### src/rtl/div_rs.sv
// rtl/div_rs.sv - sequential unsigned divider by repeated subtraction
// Optional zero-divisor check enabled by defining DIVRS_ZERO_CHK_EN.
module div_rs #(
    parameter int WIDTH = 16
) (
    input  logic             clk,
    input  logic             rst,
    input  logic             start,
    input  logic [WIDTH-1:0] data_in,
    output logic [WIDTH-1:0] quot_out,
    output logic [WIDTH-1:0] rem_out,
    output logic             done,
    output logic             busy,
    output logic             div_zero
);

    typedef enum logic [2:0] {
        S_IDLE,
        S_LDA,
        S_LDB,
        S_SUB,
        S_DONE
    } state_t;

    state_t           state;
    state_t           state_nx;
    logic [WIDTH-1:0] r_q;
    logic [WIDTH-1:0] b_q;
    logic [WIDTH-1:0] q_q;
    logic             b_zero;
    logic             r_ge_b;

`ifdef DIVRS_ZERO_CHK_EN
    logic             dz_q;
    assign b_zero   = (b_q == '0);
    assign div_zero = dz_q;
`else
    // Without the check a zero divisor spins in SUB; integrators avoid it.
    assign b_zero   = 1'b0;
    assign div_zero = 1'b0;
`endif

    assign r_ge_b   = (r_q >= b_q);
    assign quot_out = q_q;
    assign rem_out  = r_q;
    assign done     = (state == S_DONE);
    assign busy     = (state == S_LDA) || (state == S_LDB) || (state == S_SUB);

    // State register
    always_ff @(posedge clk or posedge rst) begin
        if (rst) begin
            state <= S_IDLE;
        end else begin
            state <= state_nx;
        end
    end

    // Next-state decode; start is only honoured when idle or finished
    always_comb begin
        state_nx = state;
        case (state)
            S_IDLE:  if (start) state_nx = S_LDA;
            S_LDA:   state_nx = S_LDB;
            S_LDB:   state_nx = S_SUB;
            S_SUB: begin
                if (b_zero) begin
                    state_nx = S_DONE;
                end else if (!r_ge_b) begin
                    state_nx = S_DONE;
                end
            end
            S_DONE:  if (start) state_nx = S_LDA;
            default: state_nx = S_IDLE;
        endcase
    end

    // Datapath: load operands, then one subtraction per SUB cycle
    always_ff @(posedge clk or posedge rst) begin
        if (rst) begin
            r_q <= '0;
            b_q <= '0;
            q_q <= '0;
        end else begin
            case (state)
                S_LDA: begin
                    r_q <= data_in;
                    q_q <= '0;
                end
                S_LDB: b_q <= data_in;
                S_SUB: begin
                    if (b_zero) begin
                        q_q <= '1;
                    end else if (r_ge_b) begin
                        r_q <= r_q - b_q;
                        q_q <= q_q + 1'b1;
                    end
                end
                default: ;
            endcase
        end
    end

`ifdef DIVRS_ZERO_CHK_EN
    // Zero-divisor flag: cleared on dividend load, set when SUB sees B==0
    always_ff @(posedge clk or posedge rst) begin
        if (rst) begin
            dz_q <= 1'b0;
        end else if (state == S_LDA) begin
            dz_q <= 1'b0;
        end else if (state == S_SUB && b_zero) begin
            dz_q <= 1'b1;
        end
    end
`endif

endmodule

### config.mk
export PLATFORM = sky130hd
export DESIGN_NAME = div_rs
export DESIGN_NICKNAME = d
export VERILOG_FILES = /design/src/rtl/div_rs.sv
export SDC_FILE = /design/constraint.sdc
export NUM_CORES = 1
export LEC_CHECK = 0
export ABC_AREA = 0
export CAP_MARGIN = 30
export CORE_MARGIN = 2
export CORE_UTILIZATION = 40
export CTS_BUF_LIST = sky130_fd_sc_hd__clkbuf_16
export DETAILED_ROUTE_END_ITERATION = 10
export HOLD_SLACK_MARGIN = 0.15
export PLACE_DENSITY = 0.74
export SLEW_MARGIN = 20
export SYNTH_ARGS = -nofsm -noshare
export SYNTH_HDL_FRONTEND = slang
export SYNTH_SLANG_ARGS = --single-unit
### constraint.sdc
create_clock -name clk -period 7.15 [get_ports clk]
set_input_delay 1.43 -clock clk [delete_from_list [all_inputs] [get_ports clk]]
set_output_delay 1.43 -clock clk [all_outputs]
set_load 0.005 [all_outputs]
# Yosys cells after proc, flatten, opt, wreduce, memory -nomap -nowiden
# Index checks and enable logic that the tools add are counted.
# Widths: inputs -> output; s select.
# op_classes
order_cmp,1
muxes,7
addsub,2
reduce_logical,7
n_eq_ne,7
# ops
operator,n
$pmux 16 s2,2
$mux 16,2
$add 16x1->16 const B,1
$ge 16x16->1,1
$sub 16x16->16,1
$pmux 3 s4,1
$eq 3x2->1 const B,2
$mux 3,2
$ne 2x2->1 const B,2
$reduce_and 2->1,2
$eq 3x1->1 const B,1
$eq 3x3->1 const B,1
$logic_not 3->1,1
$logic_or 1x1->1,2
$ne 2x1->1 const B,1
$reduce_bool 2->1,1
$reduce_or 2->1,1
# word_totals
reg_bits,51
in_bits,19
output_inout_bits,35

# Longest topological paths before layout
# depth
depth_word,4
ltp_mapped,12
depth_no_buf,10

# Least setup slack after synthesis
# Ideal clock, no wire load.
# synth_timing
kind,flip-flop to flip-flop
from,"register r_q[0], in the netlist rem_out[0]"
to,"register r_q[1], in the netlist rem_out[1]"
t_arrival_ns,2.353
n_path_buf,2
path_slack_ns,4.665
t_required_ns,7.018
stages_incl_launch_ff,12
path_cell_list,dfrtp_1 > inv_1 > ha_1 > inv_1 > fa_1 > a21o_2 > a211oi_1 > o22a_1 > buf_2 > a31o_4 > clkbuf_1 > o21ai_1
# synth_between
elab_chain_len,3
# synth_rtl
element,line_no,rtl
from (decl),27,logic [WIDTH-1:0] r_q;
from (signal assigned),86,r_q <= data_in;
from (signal assigned),94,r_q <= r_q - b_q;
$sub 16x16->16 or $ge 16x16->1 (tied branches),"94, 43",
$mux 16 or $ne 2x2->1 (tied branches),--,
$pmux 16 s2 or $reduce_and 2->1 (tied branches),--,
# Several ways; a longest one is shown, not always the timed one. The select of a mux whose other input is x is not followed.
# A chain may end at the register's enable or synchronous reset.

# Final worst setup path
# layout_timing
from,register state[1]
to,output busy
# layout_between
elab_chain_len,3
# layout_rtl
element,line_no,rtl
from (decl),25,state_t state;
from (signal assigned),54,state <= state_nx;
$eq 3x1->1 or $eq 3x2->1 (tied branches),47,assign busy = (state == S_LDA) || (state == S_LDB) || (state == S_SUB);
$logic_or 1x1->1,47,
$logic_or 1x1->1 *,47,
to (decl),13,"output logic busy,"
# Mark *: on every way between the ends. The rest lies on a longest branch, timed or not.

==> run metrics <==
Layout Nets 491; EDFF count, synth 0; unrepaired setup endpoints after global routing false; CTS tree done; DRC Markers 0; largest net degree at the start of global routing 35; synth top area cells dfrtp_1 37%, nand2_1 6.6%, ha_1 6.2%; Final Cycle Share 46.6%; Worst Max-Slew Pin Slew 0.792 ns; Final Slew Violations 0; Critical Path Start Type flop; Clock Tree Buf Depth 2; std cell rows 33; WL final 8.30 mm; Req. time, crit path 5.72 ns; die area 9380 um^2; slew margin rel. 47.1%; post-synth top area cell dfrtp_1; Root Driver clkbuf_16; clock sink count 51; Final Setup Violations 0; Max Clock Skew 0.00489 ns; Worst R2R Path Depth 10; Via density 5.53; post-CTS sizing 0; Die X 96.9 um; Final Hold Fails 0; First DRT Iteration DRCs 190; # H-tree levels 2; clk_lat worst skew 0.28 ns; power per cell area 519 nW/um^2; syn_area_per_cell 8.33 um^2; routability cong. 0.874; GRT overflow 0; Critical Path Most Common Cell nor2_1; Post-Synthesis Cells 414; slowest CP cell dfrtp_1; register area share after synthesis 37.0%; crit path cell chain nor2_1 > nor2_1 > clkdlybuf4s50_1; Post-Syn Nets 451; crit path launch state[1]; Reg-to-Reg End rem_out[13]; GRT Total Usage 18.0%; post-synth top area share 37.0%; Max stage delay on crit path 0.81 ns; Setup TNS Final 0 ns; initial antenna violation count 0; first-pass GRT wire length 14.2 mm; vias 3092; critical path arrival 1.90 ns; DP HPWL 6.04 mm; port bufs 52; critical path type flop to primary output; Worst Path Max Fanout 19; Power Total 2.14 mW; Hold Crit Depth 2; yosys warns 0; total CTS buffers 5; routed length per instance 14.9 um; crit path capture busy; Peak VDD IR 0.000180 V; Final ANT Viol Nets 0; Synth async-reset ratio 100%; R2R Path Start rem_out[0]; share of layout cells above drive strength 1 5.07%; FF+latch count, synth 51; post-synth cell types 56; cts hold-fix bufs 0; Core ar. 8300 um^2; Post-synth top flop dfrtp_1; vias in the first global route 2933; outcome finished clean; Ports 54; minimum clock period 3.33 ns; Die Ht 96.9 um; Netlist Area Pre-Place 3450 um^2; reg2reg setup slack 4.24 ns; n_diodes 0; Post-CTS Setup Repair Bufs 0; Initial DRT Pass Iterations 5; Initial Util 41.6%; CTS clk-pin slew, worst paths 0.06 ns; Area growth syn-to-layout 19.5%; Hold Path Class flop to flop; Max Cap Viol 0; Setup crit end kind primary output; Pleak 1.73 nW; max frequency 300 MHz
==> sequential cells by signal, summed over array words and instances, names as in the netlist <==
name / count
state: 3
b_q: 16
rem_out: 16
quot_out: 16
==> cell usage in the layout (no fill, tap or decap), drive strengths merged, types with 7 or more instances in the layout <==
cell	n
o21ai	49
nor2	34
a21oi	34
mux2i	14
clkdlybuf4s50	52
inv	24
ha	17
nand2	62
nand3	12
dfrtp	51
nor3	7
==> worst max-delay path: cells and delay by family (launching register included) <==
family | cells | cell delay, ns
buf+inv | 1 | 0.52
flops | 1 | 0.81
simple gates | 2 | 0.29
==> per-stage QoR <==
| step | setup slack, ns | hold WS [ns] | util, % | cells | cell area, um^2 |
|---|---|---|---|---|---|
| floorplan | 4.49 | 0.485 | - | 414 | 3450 |
| global route | 3.72 | 0.564 | 49.7 | 559 | 4120 |
| finish | 3.82 | 0.517 | 49.7 | 559 | 4120 |
| detailed placement | 4.13 | 0.511 | 48.1 | 552 | 3990 |
| CTS | 3.82 | 0.522 | 49.7 | 559 | 4120 |
| global placement | 4.01 | 0.500 | 47.8 | 550 | 3960 |
==> logic make-up after synthesis <==
family | synth area share, %
simple gates | 18.6
compound gates | 23.1
flops | 37.0
buf+inv | 7.18
fa+ha+maj | 6.75
mux | 4.39
xor+xnor | 2.79
other cells | 0.109
==> power by group <==
| group | leakage (nW) | internal (mW) | switching [mW] |
|---|---|---|---|
| registers | 0.647 | 0.399 | 0.0936 |
| clock network | 0.0671 | 0.126 | 0.0993 |
| logic | 1.02 | 0.584 | 0.838 |
| total | 1.73 | 1.11 | 1.03 |
==> how the worst min path moves through the flow <==
stage | startpoint | endpoint | slack (ns)
6_report | rem_out[5] | rem_out[5] | 0.52
5_1_grt | rem_out[5] | rem_out[5] | 0.56
4_1_cts | rem_out[5] | rem_out[5] | 0.52
3_5_place_dp | rem_out[5] | rem_out[5] | 0.51
3_3_place_gp | b_q[0] | b_q[0] | 0.50
2_1_floorplan | b_q[0] | b_q[0] | 0.48
==> cell usage after synthesis (2+ instances only) <==
cell and instances:
a211oi_1 6, a21boi_0 2, a21o_1 3, a21oi_1 34, a22o_1 2, a31oi_1 6, a32o_1 2, a41o_1 3
and2_1 3, and3_1 4, and4_2 2, buf_2 3, buf_4 4, buf_6 3, clkbuf_1 10, clkbuf_8 3
dfrtp_1 51, ha_1 17, inv_1 24, mux2i_1 14, nand2_1 61, nand2b_1 2, nand3_1 12, nand4_1 4
nor2_1 34, nor3_1 7, nor4_1 2, o211ai_1 4, o21a_1 3, o21ai_0 37, o21ai_1 12, o22ai_1 4
o31ai_1 2, or3_1 2, or4_1 2, xnor2_1 5, xor2_1 6
==> metal layers <==
metal / GRT usage (%) / vias to the layer above / part of all wire [%]
met4: 5.53 / 0 / 1.9
met2: 27.1 / 111 / 44
met1: 27.0 / 1420 / 49
li1: - / 1544 / -
met3: 2.24 / 17 / 5.0
met5: 0 / - / 0
==> area by class of cell <==
cell class                 count  area, um^2
fill                         798        4180
multi-input combinational    316        1930
sequential                    51        1280
timing repair buffer          56         561
tap                          105         131
clock buffer                   5         125
inverter                      24        90.1
clock inverter                 2        8.76
Note: power is estimated with default switching activity, not from simulation.
